--- config.mk ---
export PLATFORM = sky130hd
export DESIGN_NAME = uart_msg_receiver
export DESIGN_NICKNAME = d
export VERILOG_FILES = /design/src/rtl/uart_msg_receiver.sv
export SDC_FILE = /design/constraint.sdc
export NUM_CORES = 1
export LEC_CHECK = 0
export CORE_ASPECT_RATIO = 0.6
export CORE_MARGIN = 10
export CORE_UTILIZATION = 45
export CTS_BUF_LIST = sky130_fd_sc_hd__clkbuf_4 sky130_fd_sc_hd__clkbuf_8 sky130_fd_sc_hd__clkbuf_16
export DETAILED_ROUTE_END_ITERATION = 8
export MAX_ROUTING_LAYER = met4
export PLACE_DENSITY_LB_ADDON = 0.1
export SLEW_MARGIN = 0
export SYNTH_ARGS = -nofsm -noshare
export SYNTH_HDL_FRONTEND = slang
export SYNTH_SLANG_ARGS = --single-unit
--- constraint.sdc ---
create_clock -name clk -period 3.35 [get_ports clk]
set_clock_uncertainty 0.15 [all_clocks]
set_input_delay 0.8375 -clock clk [delete_from_list [all_inputs] [get_ports clk]]
set_output_delay 0.8375 -clock clk [all_outputs]
set_load 0.05 [all_outputs]
--- src/rtl/uart_msg_receiver.sv ---
// UART receiver (8N1, LSB first) that assembles 2**MSG_LOG_WIDTH bytes into one
// message and hands it to a consumer through a valid/ack register.
module uart_msg_receiver #(
  parameter int CLK_CYCLES    = 4167,
  parameter int CTR_WIDTH     = 16,
  parameter int MSG_LOG_WIDTH = 3,
  parameter int TIMEOUT_BITS  = 20
) (
  input  logic                                clk,
  input  logic                                rst_n,
  input  logic                                uart_rx,
  output logic [8*(2**MSG_LOG_WIDTH)-1:0]     data,
  output logic                                valid,
  input  logic                                ack,
  output logic                                frame_err,
  output logic                                overrun
);

  localparam int unsigned MSG_BITS  = 8 * (2 ** MSG_LOG_WIDTH);
  localparam int unsigned TO_CYCLES = TIMEOUT_BITS * CLK_CYCLES;
  localparam int unsigned TO_WIDTH  = $clog2(TO_CYCLES + 1);

  localparam logic [CTR_WIDTH-1:0] HALF_LOAD = CTR_WIDTH'(CLK_CYCLES / 2 - 1);
  localparam logic [CTR_WIDTH-1:0] FULL_LOAD = CTR_WIDTH'(CLK_CYCLES - 1);
  localparam logic [TO_WIDTH-1:0]  TO_LAST   = TO_WIDTH'(TO_CYCLES - 1);

  typedef enum logic [2:0] {
    IDLE,
    START,
    DATA,
    STOP,
    WAIT_HIGH
  } state_t;

  state_t                     state;
  logic                       rx_meta;
  logic                       rxs;
  logic [CTR_WIDTH-1:0]       timer;
  logic [2:0]                 bit_cnt;
  logic [7:0]                 shift;
  logic [MSG_LOG_WIDTH-1:0]   idx;
  logic [MSG_BITS-1:0]        buffer;
  logic [TO_WIDTH-1:0]        idle_cnt;
  logic                       msg_done;

  // Two-flop synchronizer; resets to the idle (high) line level.
  always_ff @(posedge clk or negedge rst_n) begin
    if (!rst_n) begin
      rx_meta <= 1'b1;
      rxs     <= 1'b1;
    end else begin
      rx_meta <= uart_rx;
      rxs     <= rx_meta;
    end
  end

  always_ff @(posedge clk or negedge rst_n) begin
    if (!rst_n) begin
      state     <= IDLE;
      timer     <= '0;
      bit_cnt   <= '0;
      shift     <= '0;
      idx       <= '0;
      buffer    <= '0;
      idle_cnt  <= '0;
      msg_done  <= 1'b0;
      frame_err <= 1'b0;
    end else begin
      frame_err <= 1'b0;
      msg_done  <= 1'b0;

      // Partial-message timeout only runs while idle with bytes pending.
      if (state == IDLE && idx != '0) begin
        if (idle_cnt == TO_LAST) begin
          idx      <= '0;
          idle_cnt <= '0;
        end else begin
          idle_cnt <= idle_cnt + 1'b1;
        end
      end else begin
        idle_cnt <= '0;
      end

      case (state)
        IDLE: begin
          if (!rxs) begin
            timer <= HALF_LOAD;
            state <= START;
          end
        end
        START: begin
          if (timer != '0) begin
            timer <= timer - 1'b1;
          end else if (rxs) begin
            state <= IDLE;
          end else begin
            timer   <= FULL_LOAD;
            bit_cnt <= '0;
            state   <= DATA;
          end
        end
        DATA: begin
          if (timer != '0) begin
            timer <= timer - 1'b1;
          end else begin
            shift <= {rxs, shift[7:1]};
            timer <= FULL_LOAD;
            if (bit_cnt == 3'd7) begin
              state <= STOP;
            end else begin
              bit_cnt <= bit_cnt + 1'b1;
            end
          end
        end
        STOP: begin
          if (timer != '0) begin
            timer <= timer - 1'b1;
          end else if (rxs) begin
            buffer[{idx, 3'b000} +: 8] <= shift;
            idx      <= idx + 1'b1;
            msg_done <= (idx == '1);
            state    <= IDLE;
          end else begin
            frame_err <= 1'b1;
            idx       <= '0;
            state     <= WAIT_HIGH;
          end
        end
        WAIT_HIGH: begin
          if (rxs) state <= IDLE;
        end
        default: state <= IDLE;
      endcase
    end
  end

  // Handoff register: a completed message wins over a same-cycle ack.
  always_ff @(posedge clk or negedge rst_n) begin
    if (!rst_n) begin
      data    <= '0;
      valid   <= 1'b0;
      overrun <= 1'b0;
    end else if (msg_done) begin
      if (!valid || ack) begin
        data  <= buffer;
        valid <= 1'b1;
      end else begin
        overrun <= 1'b1;
      end
    end else if (ack && valid) begin
      valid   <= 1'b0;
      overrun <= 1'b0;
    end
  end

endmodule

==> metrics.md <==
| Metric | Value |
|---|---|
| Cts hold-fix bufs | 0 |
| Reg2Reg Capture Point | buffer[46] |
| TNS Setup | 0 ns |
| Ratio of final minimum period to clock period | 92.4% |
| MaxCap Viol Count | 0 |
| Leak | 0.00449 uW |
| Starting density of the core | 45.8% |
| Max frequency | 323 MHz |
| Clock network power share | 45.9% |
| Top FF cell, synth | dfrtp_1 |
| Tightest Pin Transition | 0.941 ns |
| Pins Over Slew Limit | 0 |
| Setup repair after global routing missed its margin | false |
| Placer Congestion | between 0.8 and 0.9 |
| Critical-path top delay cell | or4_4 |
| Top Ports | 71 |
| Max Root-Sink Buffers | 2 |
| Post-synthesis average cell area | 13.1 um2 |
| CTS Buf Count | 17 |
| Clock Sinks | 184 |
| Reg-to-Reg Start | timer[0] |
| Final core utilization | a little under three fifths |
| Final Power | 4220 uW |
| Total congestion overflow | 0 |
| Worst hold path class | in -> async |
| Final WL | between 15000 and 20000 um |
| Area grow syn2layout | 20.5% |
| Vias in the first global route | 5170 |
| Final Instance Area | 9440 um2 |
| DR vias/cell | between 5 and 6 |
| EDFF count, synth | 0 |
| Syn nets | 613 |
| Die H | 122 um |
| Worst hold slack | 0.176 ns |
| Setup violators final | 0 |
| Register area share after synthesis | 58.8% |
| Total net switching power | 892 uW |
| Core area | between 15000 and 20000 um2 |
| Critical Path AT | 3.25 ns |
| Layout cells sized above 1 | 20.8% |
| R2r worst-path depth | 7 |
| Yosys reg bits | roughly 180 |
| First-pass GRT wire length | 28300 um |
| Diode count | 0 |
| CTS tree | yes |
| IO buf count | 70 |
| Ys async rst share | 100% |
| FP Rows | 37 |
| DRC Markers | 0 |
| Number of DRC markers in iteration 0 | 392 |
| Seq pwr share | 52.8% |
| Final HPWL DP | 12000 um |
| WL per Instance | ~18 um |
| Pwr/cell area | approximately 450 nW/um2 |
| Post-CTS Setup Bufs | 0 |
| Antenna violations before repair | 0 |
| First drt pass iteration count | 5 |
| Mapped cell area | 7830 um2 |
| Sw Ratio | 21.2% |
| Yosys warns | 0 |
| Max-slew headroom | 37.2% |
| R2R setup slack | around 0.26 ns |
| CP max stage delay | 0.54 ns |
| Worst-path clk slew | about 0.070 ns |
| Die X | between 150 and 200 um |
| H-tree depth | 4 |
| Final Critical Period | about 3.1 ns |
| Final hold vios | 0 |
| Cells after Synth | roughly 600 |
| DR vias | 4940 |
| Die Footprint | 23200 um2 |
| Kind of start point of the critical path | flip-flop |
| Buf/Inv on CP | 1 |
| Crit path max-delay family | simple AND/OR/NAND/NOR gates |
| Critical Path Sink Type | flip-flop |
| CTS root buf | clkbuf_16 |
| Status | finished clean |
| WS Path Type | reg -> reg |
| Worst-skew pair later-pin latency | 0.43 ns |
| Netlist cell types | 53 |
| Worst VDD drop | between 0.2 and 0.3 mV |
| Total track usage | 16.0% |
| WP data required | 3.51 ns |
| Worst-path cell chain | inv_1, ha_1, or3b_2, or4_4, nor4b_2, and2_1, mux2_1 |
| Layout net count | 697 |
| Combinational Power Share | around 1.3% |
| Post-CTS sizing | 0 |
| Pint | 3320 uW |
| Detail Route Antenna Nets | 0 |
| Largest net degree at the start of global routing | 65 |
| Dpl cell area | 8870 um2 |
| Worst Path Max Fanout | 12 |
[worst max path at each step]
| stage | to | slack (ns) | cells past startpoint | start |
|---|---|---|---|---|
| floorplan | buffer[40] | 0.54 | 8 | timer[0] |
| global placement | buffer[42] | 0.34 | 7 | timer[0] |
| detailed placement | buffer[46] | 0.26 | 7 | timer[0] |
| CTS | buffer[46] | 0.23 | 7 | timer[0] |
| global route | buffer[40] | 0.07 | 7 | timer[0] |
| finish | buffer[46] | 0.26 | 7 | timer[0] |
[power by group through the flow]
| stage | Combinational, uW | Clock [uW] | Sequential, uW |
|---|---|---|---|
| floorplan | 2.32 | 0 | 2270 |
| global placement | 57.3 | 0 | 2270 |
| detailed placement | 59.2 | 0 | 2270 |
| CTS | 59.2 | 1980 | 2220 |
| global route | 65.8 | 2080 | 2220 |
| finish | 54.7 | 1940 | 2230 |
[worst reg2reg max path, stage by stage, from the launching register on]
cell	delay (ns)
dfrtp_1	0.43
inv_1	0.11
ha_1	0.16
or3b_2	0.48
or4_4	0.54
nor4b_2	0.31
and2_1	0.42
mux2_1	0.37
[Yosys cell counts (2+ instances only)]
master	instances	area, um2
a21o_1	3	22.5
a21oi_1	23	115
a22o_1	5	43.8
a31o_2	2	17.5
a31oi_1	4	25.0
a32oi_1	3	26.3
and2_1	26	163
and4_1	2	17.5
buf_1	2	7.51
clkbuf_1	12	45.0
dfrtp_1	182	4550
dfstp_2	2	52.6
ha_1	12	150
inv_1	12	45.0
mux2_1	56	631
mux2_2	82	923
nand2_1	24	90.1
nand2_2	2	12.5
nand2b_1	5	31.3
nand3_1	13	65.1
nand4_1	4	25.0
nand4_2	2	25.0
nor2_1	38	143
nor3_1	11	55.1
nor3b_1	3	22.5
nor4_1	9	56.3
o21ai_0	7	35.0
o21ai_1	3	15.0
o22a_1	2	17.5
or2_2	3	18.8
or3_1	2	12.5
or4_1	6	45.0
xnor2_1	5	43.8
xor2_1	11	96.3
[through the flow]
step | instances | setup WS (ns)
global route | 927 | 0.0698
detailed placement | 896 | 0.260
CTS | 927 | 0.235
finish | 927 | 0.256
global placement | 896 | 0.341
floorplan | 597 | 0.536
[state kept, by name, summed over array words and instances, names as in the netlist, 3 cells and up]
register  count
shift         8
timer        16
bit_cnt       3
idle_cnt     17
data         64
state         3
idx           3
buffer       64
[kinds of logic (layout without fill, tap and decap cells)]
kind of cell | after synthesis | in the layout | share of synthesized area, %
multiplexers | 138 | 138 | 19.8
flip-flops | 184 | 184 | 58.8
AND/OR/NAND/NOR | 159 | 159 | 11.3
AO/OA/AOI/OAI | 60 | 60 | 4.89
adder cells (fa/ha/maj) | 12 | 12 | 1.92
buffers and inverters | 28 | 124 | 1.41
XOR/XNOR | 16 | 16 | 1.79
[cell type report]
cell class                 count  area [um2]
fill                        1392        7650
timing repair buffer          81         810
tap                          234         293
inverter                      12        45.0
clock buffer                  21         474
sequential                   184        4610
clock inverter                10        93.8
multi-input combinational    385        3110
[layer usage]
layer  GRT usage (%)  vias to the layer above  wire length [um]
li1                -                     2309                 -
met2            22.6                       97              7290
met3            4.00                       12               785
met4            5.09                        0               155
met1            22.2                     2522              8710
met5               -                        -                 0
[cells in the final DEF, fill, tap and decap left out, types with 3 or more instances in the layout]
cell	Yosys	final
clkinv_2	0	3
inv_6	0	3
nand2_2	2	3
a21oi_1	23	23
nand2_1	24	23
a21o_1	3	3
clkinvlp_4	0	3
or2_2	3	3
mux2_1	56	56
o21ai_0	7	7
clkdlybuf4s50_1	0	69
clkbuf_8	0	3
a31oi_1	4	4
nor3_1	11	11
nor3b_1	3	3
nor4_1	9	9
mux2_2	82	82
a32oi_1	3	3
buf_4	1	9
nand3_1	13	13
a22o_1	5	5
and2_1	26	26
xnor2_1	5	5
clkbuf_16	0	17
nand2b_1	5	5
inv_1	12	12
nand4_1	4	4
o21ai_1	3	3
xor2_1	11	11
ha_1	12	12
dfrtp_1	182	182
or4_1	6	6
nor2_1	38	38
Note: power is estimated with default switching activity, not from simulation.
